## config.mk

```make
export PLATFORM = sky130hd
export DESIGN_NAME = results_writeback
export DESIGN_NICKNAME = d
export VERILOG_FILES = /design/src/rtl/results_writeback.sv
export SDC_FILE = /design/constraint.sdc
export NUM_CORES = 2
export LEC_CHECK = 0
export BUFFER_PORTS_ARGS = -buffer_cell sky130_fd_sc_hd__buf_4
export CORE_UTILIZATION = 25
export CTS_CLUSTER_SIZE = 40
export DETAILED_ROUTE_END_ITERATION = 7
export MAX_ROUTING_LAYER = met4
export PLACE_DENSITY = 0.39
export SETUP_SLACK_MARGIN = 0.3
export SYNTH_ARGS = -nofsm -noshare
export SYNTH_HDL_FRONTEND = slang
export SYNTH_SLANG_ARGS = --single-unit
```

## constraint.sdc

```tcl
create_clock -name clk -period 25.1 [get_ports clk]
set_input_delay 2.51 -clock clk [delete_from_list [all_inputs] [get_ports clk]]
set_output_delay 2.51 -clock clk [all_outputs]
set_load 0.005 [all_outputs]
```

## src/rtl/results_writeback.sv

```systemverilog
// Result-stream writeback: tags each drained beat with its byte address in C
// and queues it through a small FIFO toward a valid/ready memory write port.
module results_writeback #(
    parameter int unsigned ARRAY_HEIGHT = 4,
    parameter int unsigned ARRAY_WIDTH  = 32,
    parameter int unsigned DATA_WIDTH   = 16,
    parameter int unsigned BUS_WIDTH    = 256,
    parameter int unsigned ADDR_WIDTH   = 32,
    parameter int unsigned FIFO_DEPTH   = 8
) (
    input  logic                  clk,
    input  logic                  reset_n,
    input  logic                  start,
    input  logic [ADDR_WIDTH-1:0] base_addr,
    input  logic [15:0]           m,
    input  logic [15:0]           p,
    input  logic [BUS_WIDTH-1:0]  in_data,
    input  logic                  in_valid,
    output logic [ADDR_WIDTH-1:0] mem_addr,
    output logic [BUS_WIDTH-1:0]  mem_data,
    output logic                  mem_valid,
    input  logic                  mem_ready,
    output logic                  busy,
    output logic                  done,
    output logic                  overflow
);

    localparam int unsigned EPB        = BUS_WIDTH / DATA_WIDTH;
    localparam int unsigned BPR        = ARRAY_WIDTH / EPB;
    localparam int unsigned BYTES      = DATA_WIDTH / 8;
    localparam int unsigned BEAT_BYTES = EPB * BYTES;
    localparam int unsigned K_W        = (BPR > 1) ? $clog2(BPR) : 1;
    localparam int unsigned R_W        = (ARRAY_HEIGHT > 1) ? $clog2(ARRAY_HEIGHT) : 1;
    localparam int unsigned PTR_W      = $clog2(FIFO_DEPTH);
    localparam int unsigned CNT_W      = $clog2(FIFO_DEPTH) + 1;

    typedef enum logic [1:0] {IDLE = 2'd0, RUN = 2'd1, DRAIN = 2'd2} state_t;

    state_t state_q, state_d;
    logic   done_d;

    logic [15:0]           m_q, p_q, tc_q, tr_q;
    logic [K_W-1:0]        k_q;
    logic [R_W-1:0]        r_q;
    logic [ADDR_WIDTH-1:0] tile_row_addr, row_addr;

    logic [ADDR_WIDTH-1:0] fifo_addr [FIFO_DEPTH];
    logic [BUS_WIDTH-1:0]  fifo_data [FIFO_DEPTH];
    logic [PTR_W-1:0]      wr_ptr, rd_ptr;
    logic [CNT_W-1:0]      fifo_cnt;

    logic                  start_ok, zero_job, beat_in, last_beat;
    logic                  pop, head_free, fifo_full, push, drop, wr_en, rd_en;
    logic [ADDR_WIDTH-1:0] p_bytes, tile_row_step, beat_addr;

    assign start_ok  = start && (state_q == IDLE);
    assign zero_job  = (m == 16'd0) || (p == 16'd0);
    assign beat_in   = in_valid && (state_q == RUN);
    assign last_beat = beat_in && (tr_q == m_q - 16'(ARRAY_HEIGHT)) && (tc_q == p_q - 16'(ARRAY_WIDTH))
                       && (r_q == R_W'(ARRAY_HEIGHT - 1)) && (k_q == K_W'(BPR - 1));

    assign p_bytes       = ADDR_WIDTH'(p_q) * ADDR_WIDTH'(BYTES);
    assign tile_row_step = p_bytes * ADDR_WIDTH'(ARRAY_HEIGHT);
    assign beat_addr     = row_addr + ADDR_WIDTH'(tc_q) * ADDR_WIDTH'(BYTES)
                           + ADDR_WIDTH'(k_q) * ADDR_WIDTH'(BEAT_BYTES);

    // The mem_* register is the FIFO head; the array holds the remaining FIFO_DEPTH-1 entries.
    assign pop       = mem_valid && mem_ready;
    assign head_free = !mem_valid || pop;
    assign fifo_full = mem_valid && (fifo_cnt == CNT_W'(FIFO_DEPTH - 1));
    assign push      = beat_in && (!fifo_full || pop);
    assign drop      = beat_in && !push;
    assign rd_en     = head_free && (fifo_cnt != '0);
    assign wr_en     = push && !(head_free && (fifo_cnt == '0));

    always_ff @(posedge clk or negedge reset_n) begin
        if (!reset_n) begin
            state_q <= IDLE;
            busy    <= 1'b0;
            done    <= 1'b0;
        end else begin
            state_q <= state_d;
            busy    <= (state_d != IDLE);
            done    <= done_d;
        end
    end

    always_comb begin
        state_d = state_q;
        done_d  = 1'b0;
        case (state_q)
            IDLE: begin
                if (start) begin
                    if (zero_job) done_d  = 1'b1;
                    else          state_d = RUN;
                end
            end
            RUN: begin
                if (last_beat) state_d = DRAIN;
            end
            DRAIN: begin
                if (!mem_valid || (pop && fifo_cnt == '0)) begin
                    state_d = IDLE;
                    done_d  = 1'b1;
                end
            end
            default: state_d = IDLE;
        endcase
    end

    // Address walk: k inner, tile row r, tile column tc, tile row block tr outer.
    always_ff @(posedge clk or negedge reset_n) begin
        if (!reset_n) begin
            m_q           <= '0;
            p_q           <= '0;
            tc_q          <= '0;
            tr_q          <= '0;
            k_q           <= '0;
            r_q           <= '0;
            tile_row_addr <= '0;
            row_addr      <= '0;
            overflow      <= 1'b0;
        end else if (start_ok) begin
            m_q           <= m;
            p_q           <= p;
            tc_q          <= '0;
            tr_q          <= '0;
            k_q           <= '0;
            r_q           <= '0;
            tile_row_addr <= base_addr;
            row_addr      <= base_addr;
            overflow      <= 1'b0;
        end else begin
            if (drop) overflow <= 1'b1;
            if (beat_in) begin
                if (k_q != K_W'(BPR - 1)) begin
                    k_q <= k_q + K_W'(1);
                end else begin
                    k_q <= '0;
                    if (r_q != R_W'(ARRAY_HEIGHT - 1)) begin
                        r_q      <= r_q + R_W'(1);
                        row_addr <= row_addr + p_bytes;
                    end else begin
                        r_q <= '0;
                        if (tc_q != p_q - 16'(ARRAY_WIDTH)) begin
                            tc_q     <= tc_q + 16'(ARRAY_WIDTH);
                            row_addr <= tile_row_addr;
                        end else begin
                            tc_q          <= '0;
                            tr_q          <= tr_q + 16'(ARRAY_HEIGHT);
                            tile_row_addr <= tile_row_addr + tile_row_step;
                            row_addr      <= tile_row_addr + tile_row_step;
                        end
                    end
                end
            end
        end
    end

    always_ff @(posedge clk or negedge reset_n) begin
        if (!reset_n) begin
            mem_valid <= 1'b0;
            mem_addr  <= '0;
            mem_data  <= '0;
            wr_ptr    <= '0;
            rd_ptr    <= '0;
            fifo_cnt  <= '0;
        end else begin
            if (head_free) begin
                if (fifo_cnt != '0) begin
                    mem_valid <= 1'b1;
                    mem_addr  <= fifo_addr[rd_ptr];
                    mem_data  <= fifo_data[rd_ptr];
                end else if (push) begin
                    mem_valid <= 1'b1;
                    mem_addr  <= beat_addr;
                    mem_data  <= in_data;
                end else begin
                    mem_valid <= 1'b0;
                end
            end
            if (rd_en) rd_ptr <= rd_ptr + PTR_W'(1);
            if (wr_en) wr_ptr <= wr_ptr + PTR_W'(1);
            fifo_cnt <= fifo_cnt + CNT_W'(wr_en) - CNT_W'(rd_en);
        end
    end

    always_ff @(posedge clk) begin
        if (wr_en) begin
            fifo_addr[wr_ptr] <= beat_addr;
            fifo_data[wr_ptr] <= in_data;
        end
    end

endmodule
```

==> run summary <==
status: complete, no violations
Yosys top cell area share: 63.52%
Worst Tran Pin Value: 1.158 ns
Yosys warnings: 0
Mapped Area: 108900 µm²
clock slew at reported path FFs: 0.06 ns
first-pass GRT wire length: 438400 µm
DRT iter0 DRCs: 3442
grt ovf: 0
routability cong.: 0.7552
critical setup path kind: input port to register
Final ANT Viol Nets: 0
# resized after CTS: 0
fin crit period: 6.688 ns
Total GRT Usage: 13.86%
Clock Latency Late Sink: 0.92 ns
CTS root buf: clkbuf_16
post-route setup slack: 18.41 ns
final setup vio count: 0
Die W: 662.1 µm
Arrival @ worst endpoint: 7.18 ns
Top FF cell, synth: edfxtp_1
asr flop ratio synth: 15.67%
Place WS: 17.28 ns
Worst Skew: 0.06753 ns
largest net degree at the start of global routing: 129
Starting Density: 25.09%
Pwr Total: 15.76 mW
worst hold path class: register to register
Clk network pwr share: 29.3%
cell taking the most area after synthesis: edfxtp_1
Crit Path Max Fanout: 46
IO Pins: 617
Seq cells post-synth: 2732
hold_ws: 0.4741 ns
CP dominant cell by count: buf_4
Flop pwr share: 40.0%
CP Capture Type: register
Slew headroom: 22.81%
# hold bufs at CTS: 0
Core Util, Final: 30.21%
internal power: 10.64 mW
period utilisation layout: 26.64%
DR pass1 iterations: 7
MaxCap Viol Count: 0
Hold Vio Cnt, Final: 0
top area cells in the synthesized netlist: edfxtp_1, mux4_2, dfrtp_1
DP Area: 120700 µm²
Avg WL per Cell: 23.33 µm
hpwl dp: 181400 µm
EDFF count, synth: 2304
unique cell type count in the Yosys netlist: 77
clock sinks: 2732
final cell count without fillers: 12905
switching share of total power: 32.46%
# H-tree levels: 5
CTS Buffer Depth: 4
worst-path cell chain: buf_4 -> nand2b_1 -> nor2_1 -> a211oi_1 -> buf_4 -> nand2b_1 -> nor3b_4 -> buf_4 -> buf_4 -> buf_4 -> buf_4
CP max stage delay: 0.78 ns
fin area: 131200 µm²
RSZ-0062 raised after global routing: no
vias per cell: 4.506
number of buffers created by CTS: 324
# port buffers: 616
die footprint: 438400 µm²
post-placement cell count: 12309
count leader, synth: edfxtp_1
Max Clk Rate: 149.5 MHz
Syn Inst Count: 6171
Die Y: 662.1 µm
Critical Path RT: 25.59 ns
row count: 242
post-CTS setup buffer count: 0
syn_nets: 6569
Switching Power: 5.116 mW
number of global-route vias before repair: 61917
Synth Area per Inst: 17.65 µm²
CTS tree: done
DRC: 0
post-synthesis sequential area ratio: 73.35%
Logic pwr share: 30.7%
Worst setup SP type: input port
P_leak: 45.37 nW
final max-slew violation count: 0
routed vias: 58155
Peak supply drop: 0.00007268 V
Syn-to-layout area delta: 20.41%
final net count: 7299
Commonest cells post-synth: edfxtp_1, mux4_2, nand2_1
Slowest-stage cell, CP: buf_4
total wire length: 301100 µm
core box area: 434200 µm²
share of post-route cells with drive strength above 1: 25.39%
final setup TNS: 0 ns
initial antenna violation count: 20
Power Dens Cells: 120.2 nW/µm²
-- critical path: cells and delay by family --
family	cells	cell delay, ns
and+or+nand+nor	4	0.84
AOI/OAI and AO/OA	1	0.40
buffers and inverters	6	3.24
-- area by class of cell --
| cell class | count | area (µm²) |
|---|---|---|
| Timing Repair Buffer | 746 | 5771 |
| Tap cell | 5734 | 7174 |
| Clock buffer | 438 | 8860 |
| Multi-Input combinational cell | 3063 | 27700 |
| Sequential cell | 2732 | 79910 |
| Inverter | 34 | 127.6 |
| Antenna cell | 7 | 17.52 |
| Clock inverter | 151 | 1598 |
| Fill cell | 42985 | 303000 |
-- metal layers --
metal  vias to the layer above  wire length, µm  GRT usage, %
li1                      25802                -             -
met1                     30846           136300         18.17
met2                      1082           148000         23.00
met3                       425             9737         1.605
met4                         0             7126         3.260
met5                         -                0             -
-- flip-flops by register name (all words and copies together) (netlist names), 14 cells and up --
name           cells
fifo_addr        256
fifo_data       2048
m_q               16
mem_addr          32
mem_data         256
p_q               16
row_addr          32
tile_row_addr     32
tr_q              14
-- path summary, 6_finish.rpt --
| kind | endpoint | slack (ns) | from | depth (start not counted) |
|---|---|---|---|---|
| max in group asynchronous | rd_ptr[0]$_DFFE_PN0P_ | 19.90 | reset_n | 5 |
| min in group asynchronous | mem_data[67]$_DFFE_PN0P_ | 1.62 | reset_n | 1 |
| setup / recovery | fifo_data[2][29]$_DFFE_PP_ | 18.41 | mem_ready | 11 |
| hold / removal | tile_row_addr[2]$_DFFE_PN0P_ | 0.47 | tile_row_addr[2]$_DFFE_PN0P_ | 2 |
| hold reg to reg | tile_row_addr[2]$_DFFE_PN0P_ | 0.47 | tile_row_addr[2]$_DFFE_PN0P_ | 2 |
| setup reg to reg | mem_data[16]$_DFFE_PN0P_ | 18.68 | rd_ptr[0]$_DFFE_PN0P_ | 11 |
-- power by group through the flow --
stage               Sequential [mW]  Clock (mW)  Combinational, mW
floorplan                      6.48           0               3.10
global placement               6.39           0               5.01
detailed placement             6.42           0               5.02
CTS                            6.33        4.79               5.03
global route                   6.39        4.94               5.36
finish                         6.30        4.62               4.83
-- cell usage in the layout, fill, tap and decap left out, drive strengths merged, types with 20 or more instances in the layout --
cell	Yosys	layout
a21o	25	25
clkinv	0	110
mux2i	307	307
xnor2	66	66
mux4	576	576
clkbuf	245	438
nor3	32	32
inv	34	47
and3	20	20
nand3	33	33
nor2	389	389
xor2	48	48
nand2	494	494
buf	97	746
o21ai	372	372
dfrtp	428	428
ha	70	70
a21oi	376	376
edfxtp	2304	2304
-- cell families after synthesis --
family / after synthesis / synth area share [%]
other cells: 1 / 0.003443
flops: 2732 / 73.35
compound gates: 908 / 4.616
simple gates: 1079 / 4.162
fa+ha+maj: 73 / 0.8592
buf+inv: 376 / 1.312
mux: 888 / 14.78
xor+xnor: 114 / 0.9166
Note: power is estimated with default switching activity, not from simulation.
